===== config.mk =====
export PLATFORM = sky130hd
export DESIGN_NAME = fetch_seq
export DESIGN_NICKNAME = d
export VERILOG_FILES = /design/src/rtl/fetch_seq_pkg.sv /design/src/rtl/fetch_buf.sv /design/src/rtl/fetch_seq.sv
export SDC_FILE = /design/constraint.sdc
export NUM_CORES = 1
export LEC_CHECK = 0
export CAP_MARGIN = 0
export CORE_MARGIN = 2
export CORE_UTILIZATION = 52
export DETAILED_ROUTE_END_ITERATION = 6
export PLACE_DENSITY = 0.84
export SYNTH_ARGS = -nofsm -noshare
export SYNTH_HDL_FRONTEND = slang
export SYNTH_SLANG_ARGS = --single-unit

===== constraint.sdc =====
create_clock -name clk -period 4.1 [get_ports clk]
set_input_delay 0.41 -clock clk [delete_from_list [all_inputs] [get_ports clk]]
set_output_delay 0.41 -clock clk [all_outputs]
set_load 0.02 [all_outputs]

===== src/rtl/fetch_seq_pkg.sv =====
// Shared definitions for the fetch-stage sequencer: reset fetch address and
// FSM state encodings.
package fetch_seq_pkg;

  localparam int          ADDR_W_DEF   = 32;
  localparam logic [31:0] RESET_PC_DEF = 32'h0000_3000;

  typedef enum logic [1:0] {
    FS_IDLE = 2'd0,
    FS_REQ  = 2'd1,
    FS_DROP = 2'd2
  } fetch_state_e;

endpackage


===== src/rtl/fetch_buf.sv =====
// Fetch output buffer: one visible slot for the D stage plus a one-entry skid.
// A push lands in the slot when it is empty or leaving, otherwise in the skid.
import fetch_seq_pkg::*;

module fetch_buf #(
  parameter int                ADDR_W   = ADDR_W_DEF,
  parameter logic [ADDR_W-1:0] RESET_PC = ADDR_W'(RESET_PC_DEF)
) (
  input  logic              clk,
  input  logic              reset,
  input  logic              push,
  input  logic [ADDR_W-1:0] push_pc,
  input  logic [31:0]       push_instr,
  input  logic              accept,
  input  logic              flush,
  output logic              slot_v,
  output logic [ADDR_W-1:0] slot_pc,
  output logic [31:0]       slot_instr,
  output logic              skid_v
);

  logic              slot_v_d;
  logic              skid_v_d;
  logic              take_skid;
  logic              load_slot;
  logic              load_skid;
  logic [ADDR_W-1:0] skid_pc;
  logic [31:0]       skid_instr;

  // NOTE: every signal written here gets a default first, so no path leaves
  // a value unassigned and no latch is inferred.
  always_comb begin
    slot_v_d  = slot_v;
    skid_v_d  = skid_v;
    take_skid = 1'b0;
    load_slot = 1'b0;
    load_skid = 1'b0;
    if (flush) begin
      slot_v_d = 1'b0;
      skid_v_d = 1'b0;
    end else if (accept && skid_v) begin
      take_skid = 1'b1;
      skid_v_d  = push;
      load_skid = push;
    end else if (accept || !slot_v) begin
      slot_v_d  = push;
      load_slot = push;
    end else if (push) begin
      skid_v_d  = 1'b1;
      load_skid = 1'b1;
    end
  end

  // NOTE: sequential state uses non-blocking assignments so every register
  // samples the pre-edge values regardless of statement order.
  always_ff @(posedge clk or negedge reset) begin
    if (!reset) begin
      slot_v     <= 1'b0;
      skid_v     <= 1'b0;
      slot_pc    <= RESET_PC;
      slot_instr <= 32'd0;
    end else begin
      slot_v <= slot_v_d;
      skid_v <= skid_v_d;
      if (take_skid) begin
        slot_pc    <= skid_pc;
        slot_instr <= skid_instr;
      end else if (load_slot) begin
        slot_pc    <= push_pc;
        slot_instr <= push_instr;
      end
    end
  end

  // NOTE: skid payload is qualified by skid_v, so it carries no reset and
  // lives in its own reset-free process.
  always_ff @(posedge clk) begin
    if (load_skid) begin
      skid_pc    <= push_pc;
      skid_instr <= push_instr;
    end
  end

endmodule


===== src/rtl/fetch_seq.sv =====
// Fetch-stage sequencer: owns the fetch PC, issues IM requests, buffers
// fetched words for D and applies redirects with MIPS delay-slot semantics.
import fetch_seq_pkg::*;

module fetch_seq #(
  parameter logic [31:0] RESET_PC = RESET_PC_DEF,
  parameter int          ADDR_W   = ADDR_W_DEF
) (
  input  logic              clk,
  input  logic              reset,
  input  logic              stall,
  input  logic              redirect_valid,
  input  logic [ADDR_W-1:0] redirect_pc,
  output logic              im_req,
  output logic [ADDR_W-1:0] im_addr,
  input  logic              im_ready,
  input  logic [31:0]       im_rdata,
  output logic              f_valid,
  output logic [ADDR_W-1:0] f_pc,
  output logic [31:0]       f_instr,
  output logic [ADDR_W-1:0] fetch_pc
);

  localparam logic [ADDR_W-1:0] PC_RST = ADDR_W'(RESET_PC);

  fetch_state_e      state_q, state_d;
  logic [ADDR_W-1:0] pc_q, pc_d;
  logic [ADDR_W-1:0] req_addr_q, req_addr_d;
  logic              outst_q, outst_d;
  logic              pend_v_q, pend_v_d;
  logic [ADDR_W-1:0] pend_pc_q, pend_pc_d;

  logic slot_v;
  logic skid_v;
  logic accept;
  logic push;
  logic flush;
  logic redirect_take;

  assign accept        = slot_v && !stall;
  assign redirect_take = redirect_valid && !stall;
  assign f_valid       = slot_v;
  assign fetch_pc      = pc_q;

  always_comb begin
    state_d    = state_q;
    pc_d       = pc_q;
    req_addr_d = req_addr_q;
    outst_d    = outst_q;
    pend_v_d   = pend_v_q;
    pend_pc_d  = pend_pc_q;
    im_req     = 1'b0;
    im_addr    = pc_q;
    push       = 1'b0;
    flush      = 1'b0;

    unique case (state_q)
      FS_IDLE: begin
        state_d = FS_REQ;
        if (redirect_take) begin
          pend_v_d  = 1'b1;
          pend_pc_d = redirect_pc;
        end
      end

      FS_REQ: begin
        im_req  = outst_q || (!skid_v && (!slot_v || !stall));
        im_addr = outst_q ? req_addr_q : pc_q;
        if (redirect_take && slot_v) begin
          // Delay slot is leaving the slot now: everything younger is wrong-path.
          flush    = 1'b1;
          pc_d     = redirect_pc;
          pend_v_d = 1'b0;
          if (im_req && !im_ready) begin
            state_d    = FS_DROP;
            outst_d    = 1'b1;
            req_addr_d = im_addr;
          end else begin
            outst_d = 1'b0;
          end
        end else if (im_req && im_ready) begin
          push     = 1'b1;
          outst_d  = 1'b0;
          pend_v_d = 1'b0;
          if (redirect_take) begin
            pc_d = redirect_pc;
          end else begin
            pc_d = pend_v_q ? pend_pc_q : pc_q + ADDR_W'(4);
          end
        end else if (im_req) begin
          outst_d    = 1'b1;
          req_addr_d = im_addr;
          // Delay-slot fetch still in flight: remember the target for later.
          if (redirect_take) begin
            pend_v_d  = 1'b1;
            pend_pc_d = redirect_pc;
          end
        end
      end

      FS_DROP: begin
        im_req  = 1'b1;
        im_addr = req_addr_q;
        if (im_ready) begin
          outst_d = 1'b0;
          state_d = FS_REQ;
        end
        if (redirect_take) begin
          pend_v_d  = 1'b1;
          pend_pc_d = redirect_pc;
        end
      end

      default: state_d = FS_IDLE;
    endcase
  end

  always_ff @(posedge clk or negedge reset) begin
    if (!reset) begin
      state_q    <= FS_IDLE;
      pc_q       <= PC_RST;
      req_addr_q <= PC_RST;
      outst_q    <= 1'b0;
      pend_v_q   <= 1'b0;
      pend_pc_q  <= PC_RST;
    end else begin
      state_q    <= state_d;
      pc_q       <= pc_d;
      req_addr_q <= req_addr_d;
      outst_q    <= outst_d;
      pend_v_q   <= pend_v_d;
      pend_pc_q  <= pend_pc_d;
    end
  end

  fetch_buf #(
    .ADDR_W   (ADDR_W),
    .RESET_PC (PC_RST)
  ) u_buf (
    .clk        (clk),
    .reset      (reset),
    .push       (push),
    .push_pc    (im_addr),
    .push_instr (im_rdata),
    .accept     (accept),
    .flush      (flush),
    .slot_v     (slot_v),
    .slot_pc    (f_pc),
    .slot_instr (f_instr),
    .skid_v     (skid_v)
  );

endmodule

# [Word level (Yosys, flattened, before mapping)]
# Cells that the tools add are included.
[word_totals] ff_bits=230 input_bits=69 word_cells=113
[classes] n_addsub=1 n_eq_ne=13 n_mux=56 reduce_logical=31
[op_table] operator="two-way mux 32 bit" count=17
[op_table] operator="one-hot mux 32 bit (2 select lines)" count=2
[op_table] operator="adder 32 x 3 -> 32 bit, second input constant" count=1
[op_table] operator="two-way mux 1 bit" count=30
[op_table] operator="!= test 2 bit, second input constant" count=8
[op_table] operator="nonzero test 2 bit" count=6
[op_table] operator="AND reduction 2 bit" count=4
[op_table] operator="AND reduction 4 bit" count=2
[op_table] operator="logical AND 1 bit" count=7
[op_table] operator="two-way mux 2 bit" count=3
[op_table] operator="one-hot mux 1 bit (2 select lines)" count=3
[op_table] operator="one-hot mux 2 bit (3 select lines)" count=1
[op_table] operator="AND reduction 3 bit" count=2
[op_table] operator="logical NOT 1 bit" count=4
[op_table] operator="!= test 4 bit, second input constant" count=1
[op_table] operator="logical OR 1 bit" count=3
[op_table] operator="!= test 3 x 2 -> 1 bit, second input constant" count=1
[op_table] operator="nonzero test 3 bit" count=1
[op_table] operator="== test 2 x 1 -> 1 bit, second input constant" count=1
[op_table] operator="== test 2 bit, second input constant" count=1
[op_table] operator="logical NOT 2 bit" count=1
[op_table] operator="!= test 2 x 1 -> 1 bit, second input constant" count=1
[op_table] operator="OR reduction 2 bit" count=1

# [Logic depth before layout (Yosys ltp)]
[depth] depth_word=13 mapped_depth=10 ltp_nobuf=7

# [By module]
# From an unflattened synthesis, not the netlist that was laid out.
[hier_totals] cells_unflattened=992 area_unflattened_um2=10940.5
[modules_own_cells] mod="fetch_seq" instances=1 cells_per_inst=693 area_per_inst_um2=6043.3 seq_area_each_um2=2509.9
[modules_own_cells] mod="fetch_buf" instances=1 cells_per_inst=299 area_per_inst_um2=4897.2 seq_area_each_um2=3575.9

# [Worst setup path after synthesis]
# OpenSTA, ideal clock, no wires.
[synth_timing] path_type="register to register" start="register state_q[1]" end="register u_buf.skid_instr[0] (enable)" arrival_time_ns=2.813 path_slack_ns=0.857 stages_incl_launch_ff=7 path_buffers=1 synth_period_minus_slack_ns=3.243 path_cell_list="dfrtp_1 inv_1 ha_1 clkbuf_1 o21ai_1 nor2_1 and3_1"
[synth_between] elab_chain_cells=6 word_cells_on_any_way=7 classes_between="eq/ne: 1; mux: 6"
[synth_rtl] item="from (decl)" line="fetch_seq.sv:26" rtl="fetch_state_e state_q, state_d;"
[synth_rtl] item="from (signal assigned)" line="fetch_seq.sv:127" rtl="state_q <= state_d;"
[synth_rtl] item="== test 2 x 1 -> 1 bit (*)" line="fetch_seq.sv:57" rtl="unique case (state_q)"
[synth_rtl] item="two-way mux 1 bit" line="fetch_seq.sv:57"
[synth_rtl] item="two-way mux 1 bit" line="fetch_buf.sv:48" rtl="end else if (push) begin"
[synth_rtl] item="two-way mux 1 bit" line="fetch_buf.sv:45" rtl="end else if (accept || !slot_v) begin"
[synth_rtl] item="two-way mux 1 bit" line="fetch_buf.sv:41" rtl="end else if (accept && skid_v) begin"
[synth_rtl] item="two-way mux 1 bit (*)" line="fetch_buf.sv:38" rtl="if (flush) begin"
[synth_rtl] item="via u_buf.load_skid" line="fetch_buf.sv:26" rtl="logic load_skid;"
[synth_rtl] item="to (signal assigned)" line="fetch_buf.sv:80" rtl="skid_instr <= push_instr;"
[synth_rtl] item="to (decl)" line="fetch_buf.sv:28" rtl="logic [31:0] skid_instr;"
# The timed path passes the listed nets; every way through them passes the cells marked *.
# A chain may end at the register's enable or synchronous reset.

# [Worst setup path in the final report]
[layout_timing] start="register state_q[1]" end="output im_addr[18]"
[layout_between] elab_chain_cells=2 word_cells_on_any_way=3 classes_between="eq/ne: 2; mux: 1"
[layout_rtl] item="== test 2 bit or == test 2 x 1 -> 1 bit (tied branches)" line="fetch_seq.sv:57"
[layout_rtl] item="one-hot mux 32 bit (2 select lines) (*)" line="fetch_seq.sv:57"
[layout_rtl] item="to (decl)" line="fetch_seq.sv:15" rtl="output logic [ADDR_W-1:0] im_addr,"
# Mark *: on every way between the ends. The rest lies on a longest branch, timed or not.

==> impl_metrics.env <==
export IMPL_synth_edff_count=64
export IMPL_cts_clk_slew_worst_paths_ps=60
export IMPL_timing_final_crit_share_pct=84.3
export IMPL_crit_fanout=32
export IMPL_die_height_um=145
export IMPL_vias=7850
export IMPL_port_buffers=198
export IMPL_initial_core_util_pct=53.0
export IMPL_fmax_mhz=289
export IMPL_hpwlAfterDp_um=17900
export IMPL_min_period_ps=3460
export IMPL_seq_area_frac_synth_pct=58.8
export IMPL_post_cts_resized=0
export IMPL_clock_path_buffers=3
export IMPL_status="complete, no violations"
export IMPL_syn_area_per_cell_um2=12.0
export IMPL_ant_nets=0
export IMPL_cp_start_kind="register"
export IMPL_ios=199
export IMPL_grt_pass1_wl_um=41600
export IMPL_grt_overflow=0
export IMPL_die_w_um=145
export IMPL_required_ps=3690
export IMPL_p_leak_nw=5.34
export IMPL_design_core_area_um2=19500
export IMPL_synth_async_sr_flop_share_pct=72.2
export IMPL_wl_per_cell_um=19.7
export IMPL_grt_pass1_vias=7574
export IMPL_r2r_slack_ps=1270
export IMPL_worstPathArrival_ps=3050
export IMPL_antenna_found_initial=0
export IMPL_setup_viol_count_final=0
export IMPL_drv_cap=0
export IMPL_drive_gt1_share_pct=11.2
export IMPL_numCtsBuffers=24
export IMPL_tritoncts="done"
export IMPL_slew_violations=0
export IMPL_end_kind="output pin"
export IMPL_hold_ws_ps=20.4
export IMPL_grtUsageTotal_pct=24.2
export IMPL_ys_warnings_count=0
export IMPL_tightest_slew_ps=982
export IMPL_drt_iter0_markers=710
export IMPL_clk_latency_ps=510
export IMPL_drc=0
export IMPL_clock_sinks=230
export IMPL_post_cts_buffers=0
export IMPL_nets=1114
export IMPL_routed_wl_um=26100
export IMPL_grt_max_degree=105
export IMPL_ir_worst_vdd_uv=421
export IMPL_netlist_area_um2=10400
export IMPL_holdCritPathClass="in2async"
export IMPL_syn_num_nets=940
export IMPL_rsz0062_at_grt="false"
export IMPL_setup_tns_ps=0
export IMPL_antennaDiodeCount=0
export IMPL_rr_endpoint="u_buf.slot_instr[2]$_DFFE_PN0P_"
export IMPL_max_slew_margin_rel_pct=34.5
export IMPL_powerDensity_nw_per_um2=871
export IMPL_htree_num_levels=1
export IMPL_cts_hold_buf=0
export IMPL_drtPass1Iterations=5
export IMPL_area_growth_pct=29.0
export IMPL_skew_ps=13.3
export IMPL_gp_congestion=0.826
export IMPL_critPathKind="reg2out"
export IMPL_endpoint="im_addr[18]"
export IMPL_ys_types=68
export IMPL_final_cell_mix="clkdlybuf4s50_1, dfrtp_1, a21oi_1"
export IMPL_cts_root_buf="clkbuf_16"
export IMPL_rr_worst_depth=9
export IMPL_die_area_um2=21100
export IMPL_vias_per_cell=5.94
export IMPL_syn_inst=865
export IMPL_synth_ff_type="dfrtp_1"
export IMPL_ys_seq_elements=230
export IMPL_crit_start="state_q[1]$_DFFE_PN0P_"
export IMPL_hold_viol_final=0
export IMPL_final_common_cell="clkdlybuf4s50_1"
export IMPL_r2r_start="state_q[1]$_DFFE_PN0P_"
export IMPL_num_rows=51
## Yosys cell counts, types with 19 or more instances
master	instances	area (um^2)
nand2_1	31	116
nor2b_1	36	225
dfrtp_1	158	3950
buf_2	25	125
o21ai_0	19	95.1
o22ai_1	39	244
mux2_2	33	372
clkbuf_1	34	128
mux2_1	33	372
edfxtp_1	64	1920
a21oi_1	67	335
a22o_1	35	307
a221o_1	32	320
nor2_1	30	113
inv_1	40	150
## cell type report
class | instances | area [um^2]
clock inverter | 7 | 101
fill | 1451 | 6170
multi-input combinational | 526 | 3850
clock buffer | 37 | 719
inverter | 40 | 150
timing repair buffer | 217 | 2130
tap | 265 | 332
sequential | 230 | 6090
## sequential cells by signal, indices dropped and copies added (netlist names)
| signal | count |
|---|---|
| u_buf.skid_v | 1 |
| u_buf.skid_instr | 32 |
| pend_pc_q | 32 |
| u_buf.slot_v | 1 |
| req_addr_q | 32 |
| outst_q | 1 |
| u_buf.slot_instr | 32 |
| u_buf.slot_pc | 32 |
| u_buf.skid_pc | 32 |
| fetch_pc | 32 |
| pend_v_q | 1 |
| state_q | 2 |
## worst min-delay path by stage
stage                                               end  cells after the start
after floorplan                 fetch_pc[0]$_DFFE_PN0P_                      0
after global placement    u_buf.slot_pc[22]$_DFFE_PN0P_                      1
after detailed placement  u_buf.slot_pc[21]$_DFFE_PN0P_                      1
after CTS                  u_buf.slot_pc[5]$_DFFE_PN0P_                      1
after global routing       u_buf.slot_pc[5]$_DFFE_PN0P_                      1
final                      u_buf.slot_pc[4]$_DFFE_PN0P_                      1
## critical path, cell delays in order (launching register included)
cell	delay, ps
dfrtp_1	410
inv_1	120
ha_1	410
nand2b_1	200
nand2_1	120
buf_4	320
a22o_1	290
clkdlybuf4s50_1	660
## layer usage
| layer | part of all wire (%) | global-route usage (%) | wire length [um] | up-vias |
|---|---|---|---|---|
| li1 | - | - | - | 3578 |
| met1 | 43 | 35.5 | 11300 | 3859 |
| met2 | 46 | 38.1 | 12100 | 368 |
| met3 | 8.0 | 3.74 | 2090 | 45 |
| met4 | 2.3 | 6.27 | 603 | 0 |
| met5 | 0 | 0 | 0 | - |
## where the power goes
| group | leakage, nW | internal [W] | total, W | switching (W) |
|---|---|---|---|---|
| Clock | 0.398 | 0.00134 | 0.00221 | 0.000876 |
| Combinational | 2.39 | 0.00254 | 0.00539 | 0.00285 |
| Sequential | 2.55 | 0.00328 | 0.00403 | 0.000752 |
| Total | 5.34 | 0.00716 | 0.0116 | 0.00448 |
## cell families (layout without fill, tap and decap cells)
group	after synthesis	count (layout)	synth area share [%]
simple gates	177	177	9.40
compound gates	248	248	16.9
buf+inv	109	301	4.40
mux	81	81	8.63
xor+xnor	14	14	1.18
fa+ha+maj	6	6	0.725
flops	230	230	58.8
## through the flow
stage          cell area [um^2]  std cells  power [W]  utilization, %  setup WS (ps)
3_5_place_dp              12500       1278    0.00943            64.2           1000
6_report                  13400       1322     0.0116            68.4            645
3_3_place_gp              12500       1278    0.00924            64.2           1130
2_1_floorplan             10400        865    0.00711               -            857
5_1_grt                   13400       1322     0.0122            68.4            418
4_1_cts                   13400       1322     0.0117            68.4            625
No activity file was read; power rests on OpenSTA's default activity.
